### src/rtl/nibble_serial_adder_ctrl_pkg.sv
// Shared definitions for the nibble-serial adder: slice width and FSM states.
package nibble_serial_adder_ctrl_pkg;

    localparam int SLICE_W = 4;

    typedef enum logic [1:0] {
        IDLE = 2'd0,
        RUN  = 2'd1,
        DONE = 2'd2
    } state_t;

endpackage

### src/rtl/nibble_serial_adder_ctrl_add4_slice.sv
// Combinational 4-bit adder slice with carry in/out, reused every RUN cycle.
module add4_slice
    import nibble_serial_adder_ctrl_pkg::*;
(
    input  logic [SLICE_W-1:0] a,
    input  logic [SLICE_W-1:0] b,
    input  logic               cin,
    output logic [SLICE_W-1:0] sum,
    output logic               cout
);

    // Zero-extend by one bit so the top bit of the result is the carry out.
    assign {cout, sum} = {1'b0, a} + {1'b0, b} + {{SLICE_W{1'b0}}, cin};

endmodule

### src/rtl/nibble_serial_adder_ctrl.sv
// Nibble-serial adder: one 4-bit slice per cycle through a single shared adder.
//
// Handshake: a transfer happens on a rising edge where valid and ready are
// both 1. in_ready is high only in IDLE and out_valid only in DONE; both are
// decoded from the state register, so neither depends combinationally on the
// partner's valid/ready. Operands are captured on the input transfer edge and
// the result is held stable from the first out_valid cycle to the output
// transfer edge, and beyond that until the next acceptance.
module nibble_serial_adder_ctrl
    import nibble_serial_adder_ctrl_pkg::*;
#(
    parameter  int NIBBLES = 4,
    localparam int W       = SLICE_W * NIBBLES
) (
    input  logic         clk,
    input  logic         rst,
    input  logic         in_valid,
    output logic         in_ready,
    input  logic [W-1:0] a,
    input  logic [W-1:0] b,
    input  logic         cin,
    output logic         out_valid,
    input  logic         out_ready,
    output logic [W-1:0] sum,
    output logic         carry_out,
    output logic         ovf,
    output state_t       fsm_state
);

    localparam int                IDX_W    = (NIBBLES > 1) ? $clog2(NIBBLES) : 1;
    localparam logic [IDX_W-1:0] LAST_IDX = IDX_W'(NIBBLES - 1);

    state_t               state;
    logic [W-1:0]         a_q;
    logic [W-1:0]         b_q;
    logic                 carry_q;
    logic [IDX_W-1:0]     idx;

    logic [SLICE_W-1:0]   a_slice;
    logic [SLICE_W-1:0]   b_slice;
    logic [SLICE_W-1:0]   slice_sum;
    logic                 slice_cout;
    logic                 msb_cin;
    logic [W-1:0]         sum_next;

    assign in_ready  = (state == IDLE);
    assign out_valid = (state == DONE);
    assign fsm_state = state;

    // Select the operand slices addressed by idx from the captured operands.
    always_comb begin
        a_slice = '0;
        b_slice = '0;
        for (int i = 0; i < NIBBLES; i++) begin
            if (idx == IDX_W'(i)) begin
                a_slice = a_q[i*SLICE_W +: SLICE_W];
                b_slice = b_q[i*SLICE_W +: SLICE_W];
            end
        end
    end

    add4_slice u_slice (
        .a    (a_slice),
        .b    (b_slice),
        .cin  (carry_q),
        .sum  (slice_sum),
        .cout (slice_cout)
    );

    // Carry into the top bit of the slice, recovered from its sum bit; on the
    // last slice this is the carry into the MSB used for overflow.
    assign msb_cin = a_slice[SLICE_W-1] ^ b_slice[SLICE_W-1] ^ slice_sum[SLICE_W-1];

    // Merge the current slice result into the running sum.
    always_comb begin
        sum_next = sum;
        for (int i = 0; i < NIBBLES; i++) begin
            if (idx == IDX_W'(i)) begin
                sum_next[i*SLICE_W +: SLICE_W] = slice_sum;
            end
        end
    end

    // Control FSM plus datapath registers; reset overrides any operation.
    always_ff @(posedge clk) begin
        if (rst) begin
            state     <= IDLE;
            a_q       <= '0;
            b_q       <= '0;
            carry_q   <= 1'b0;
            idx       <= '0;
            sum       <= '0;
            carry_out <= 1'b0;
            ovf       <= 1'b0;
        end else begin
            case (state)
                IDLE: begin
                    if (in_valid) begin
                        a_q       <= a;
                        b_q       <= b;
                        carry_q   <= cin;
                        idx       <= '0;
                        sum       <= '0;
                        carry_out <= 1'b0;
                        ovf       <= 1'b0;
                        state     <= RUN;
                    end
                end
                RUN: begin
                    sum     <= sum_next;
                    carry_q <= slice_cout;
                    if (idx == LAST_IDX) begin
                        // idx stays on the last slice rather than wrapping.
                        carry_out <= slice_cout;
                        ovf       <= slice_cout ^ msb_cin;
                        state     <= DONE;
                    end else begin
                        idx <= idx + 1'b1;
                    end
                end
                DONE: begin
                    if (out_ready) begin
                        state <= IDLE;
                    end
                end
                default: state <= IDLE;
            endcase
        end
    end

endmodule

### config.mk
export PLATFORM = sky130hd
export DESIGN_NAME = nibble_serial_adder_ctrl
export DESIGN_NICKNAME = d
export VERILOG_FILES = /design/src/rtl/nibble_serial_adder_ctrl_pkg.sv /design/src/rtl/nibble_serial_adder_ctrl_add4_slice.sv /design/src/rtl/nibble_serial_adder_ctrl.sv
export SDC_FILE = /design/constraint.sdc
export NUM_CORES = 1
export LEC_CHECK = 0
export ABC_AREA = 1
export CORE_MARGIN = 2
export CORE_UTILIZATION = 44
export CTS_CLUSTER_SIZE = 8
export DETAILED_ROUTE_END_ITERATION = 10
export PLACE_DENSITY = 0.71
export RECOVER_POWER = 50
export SLEW_MARGIN = 20
export SYNTH_ARGS = -nofsm -noshare
export SYNTH_HDL_FRONTEND = slang
export SYNTH_SLANG_ARGS = --single-unit
### constraint.sdc
create_clock -name clk -period 3.62 [get_ports clk]
set_clock_uncertainty 0.1 [all_clocks]
set_input_delay 0.543 -clock clk [delete_from_list [all_inputs] [get_ports clk]]
set_output_delay 0.543 -clock clk [all_outputs]
set_load 0.02 [all_outputs]
==> results by group <==
Die
  – Die H: 82.3 µm
  – Std-Cell Rows: 28
  – Initial Utilization: 0.455
  – Die area: 6770 µm²
  – DIE WIDTH: 82.3 µm
  – Io pins: 59
  – Core area: 5920 µm²

GRT
  – Initial antenna violation count: 0
  – Vias in the first global route: 2214
  – Overflow after GRT: 0
  – First-pass GRT wire length: 9.94 mm
  – Pin count of the biggest net entering global routing: 40
  – GRT Util Overall: 0.190

Detailed routing
  – DR pass1 iterations: 4
  – Routed Antenna Nets: 0
  – Routed WL: 5.89 mm
  – Vias: 2362
  – Drt drc: 0
  – Wire per inst: 12.5 µm
  – Drt via density: 5.03
  – DRT iter0 DRCs: 149

Timing
  – Max_slew headroom: -0.0841
  – Setup TNS: 0 ns
  – Fin crit share: 0.859
  – F_max: 0.322 GHz
  – Final hold violations: 0
  – RSZ-0062 raised after global routing: no
  – Crit path time final: 3.11 ns
  – Setup violations, final: 0
  – Worst-Margin Slew: 1.62 ns
  – Slew Viols, Final: 40
  – Fin Hold WS: 0.364 ns

Synth
  – Post-Syn Area: 2700 µm²
  – FFs w/ async S/R, synth: 0
  – Synth Flop Type: dfxtp_1
  – Syn Area/Cell: 7.88 µm²
  – Number of flops mapped to enable cells by yosys: 0
  – Mapped Nets: 388
  – Yosys reg bits: 55
  – Unique cell type count in the Yosys netlist: 30
  – Register area share after synthesis: 0.408
  – YS warnings: 0
  – Post-synthesis cell count: 342

Final layout
  – Multi-input combinational cell area: 1250 µm²
  – Share of layout cells above drive strength 1: 0.0886
  – N_diodes: 0
  – Fillers: 593
  – Util after Layout: 0.551
  – Count of nets after finishing: 440
  – Area Growth Syn to Fin: 21.0%
  – Sequential Area: 1100 µm²
  – Post-route cell area: 3260 µm²

Placement
  – Hpwl dp: 4.37 mm
  – GPL Wtd Cong: 0.901
  – Input/output buffers: 58
  – DP Area: 3250 µm²

Power
  – Pwr dens: 426 nW/µm²
  – Leakage: 1.29 nW
  – Worst vdd ir: 188 µV

Clocking
  – CTS Hold Bufs: 0
  – Resize count post-CTS: 0
  – Clk sink count: 55
  – CTS tree: done
  – CTS root buffer: clkbuf_8
  – Maximum clock path buffer count: 2
  – Clock transition at path regs: 0.10 ns
  – Worst skew pair latency: 0.31 ns
  – Post-CTS setup buffers: 0
  – H-tree Lvls: 2
  – CTS Buf Count: 5

Run status
  – Status: complete, but fails checks
  – Failing checks: max-capacitance violations, max-slew violations

Worst setup path
  – Reg2Reg Depth: 14
  – Slowest stage delay, CP: 0.46 ns
  – CP Capture Type: flip-flop
  – Setup crit start kind: flip-flop
  – CP cell instances: inv_1 -> ha_1 -> inv_1 -> o21ai_0 -> o21ai_0 -> o21ai_0 -> fa_1 -> fa_1 -> inv_1 -> nand3_1 -> nand2_1 -> nand2_1 -> nand3_1 -> a21oi_1
  – CP Max Fanout: 12
  – Reg2reg setup slack: 0.51 ns
  – Worst r2r src: idx[0]
  – Crit path DAT: 3.21 ns
  – Worst path slowest cell: fa_1
  – CP required: 3.73 ns
  – Critical path type: flip-flop to flip-flop
  – R2R Path End: ovf

Hold path
  – Min-delay src: sum[0]
  – Hold path endpoint: sum[0]
  – Hold path depth: 2
  – Type of the tightest min-delay check: flip-flop to flip-flop

Run
  – Max-Cap Viols: 1
cells by family after synthesis:
logic type      synth area share
compound gates             0.205
flops                      0.408
buf+inv                   0.0937
simple gates               0.246
fa+ha+maj                 0.0473
worst max path at each step:
| stage | startpoint | to | slack, ns | cells past startpoint |
|---|---|---|---|---|
| finish | idx[0] | ovf | 0.51 | 14 |
| global route | idx[0] | ovf | 0.18 | 14 |
| CTS | idx[0] | ovf | 0.54 | 14 |
| detailed placement | idx[0] | ovf | 0.55 | 14 |
| global placement | idx[0] | ovf | 0.68 | 14 |
| floorplan | idx[0] | ovf | 0.82 | 15 |
sequential cells by signal, summed over array words and instances, names as in the netlist:
signal     count
a_q           16
b_q           16
carry_out      1
carry_q        1
fsm_state      2
idx            2
ovf            1
sum           16
report_power, final:
part | switching (W) | internal (W)
Clock | 0.000196 | 0.000174
Sequential | 0.0000295 | 0.000652
Combinational | 0.000194 | 0.000143
Total | 0.000419 | 0.000970
cell type report:
type / instances / share of cell area
Multi-Input combinational cell: 246 / 0.384
Sequential cell: 55 / 0.337
Timing Repair Buffer: 61 / 0.185
Inverter: 25 / 0.0330
Clock buffer: 7 / 0.0295
Tap cell: 75 / 0.0288
Clock inverter: 1 / 0.00230
cell usage in the layout (no fill, tap or decap), drive strengths merged:
cell type and instances:
o211ai 2, inv 24, nand3 6, fa 2
nor3 1, a31oi 4, clkinv 1, o21a 1
o31ai 1, nand2 50, nor2 86, clkinvlp 1
ha 7, dlygate4sd3 3, nand3b 1, a21oi 27
clkbuf 7, o21ai 58, dfxtp 55, buf 3
clkdlybuf4s50 55
per-layer routing:
layer	share of wire	global-route usage	wire, µm	up-vias
li1	-	-	-	1223
met4	0.014	0.0517	84	0
met1	0.47	0.247	2770	1075
met2	0.47	0.319	2750	54
met5	0	0	0	-
met3	0.048	0.0424	281	10
through the flow:
stage / total power [W] / setup slack, ns / std cells
finish: 0.00139 / 0.511 / 470
global route: 0.00147 / 0.179 / 470
CTS: 0.00141 / 0.536 / 470
detailed placement: 0.00105 / 0.545 / 462
global placement: 0.00104 / 0.678 / 462
floorplan: 0.000943 / 0.821 / 342
Yosys cell counts, drive strengths merged (2+ instances only):
| cell | n | area share |
|---|---|---|
| a21oi | 27 | 0.058 |
| a31oi | 4 | 0.0093 |
| buf | 8 | 0.042 |
| clkbuf | 8 | 0.012 |
| dfxtp | 55 | 0.41 |
| fa | 2 | 0.015 |
| ha | 7 | 0.032 |
| inv | 24 | 0.038 |
| nand2 | 50 | 0.075 |
| nand3 | 6 | 0.011 |
| nor2 | 86 | 0.15 |
| o211ai | 2 | 0.0056 |
| o21ai | 58 | 0.13 |
worst max-delay path: cells and delay by family (launching register included):
kind,cells,cell delay (ns)
flops,1,0.39
fa+ha+maj,3,1.16
compound gates,4,0.48
buf+inv,3,0.54
simple gates,4,0.32
No activity file was read; power rests on OpenSTA's default activity.
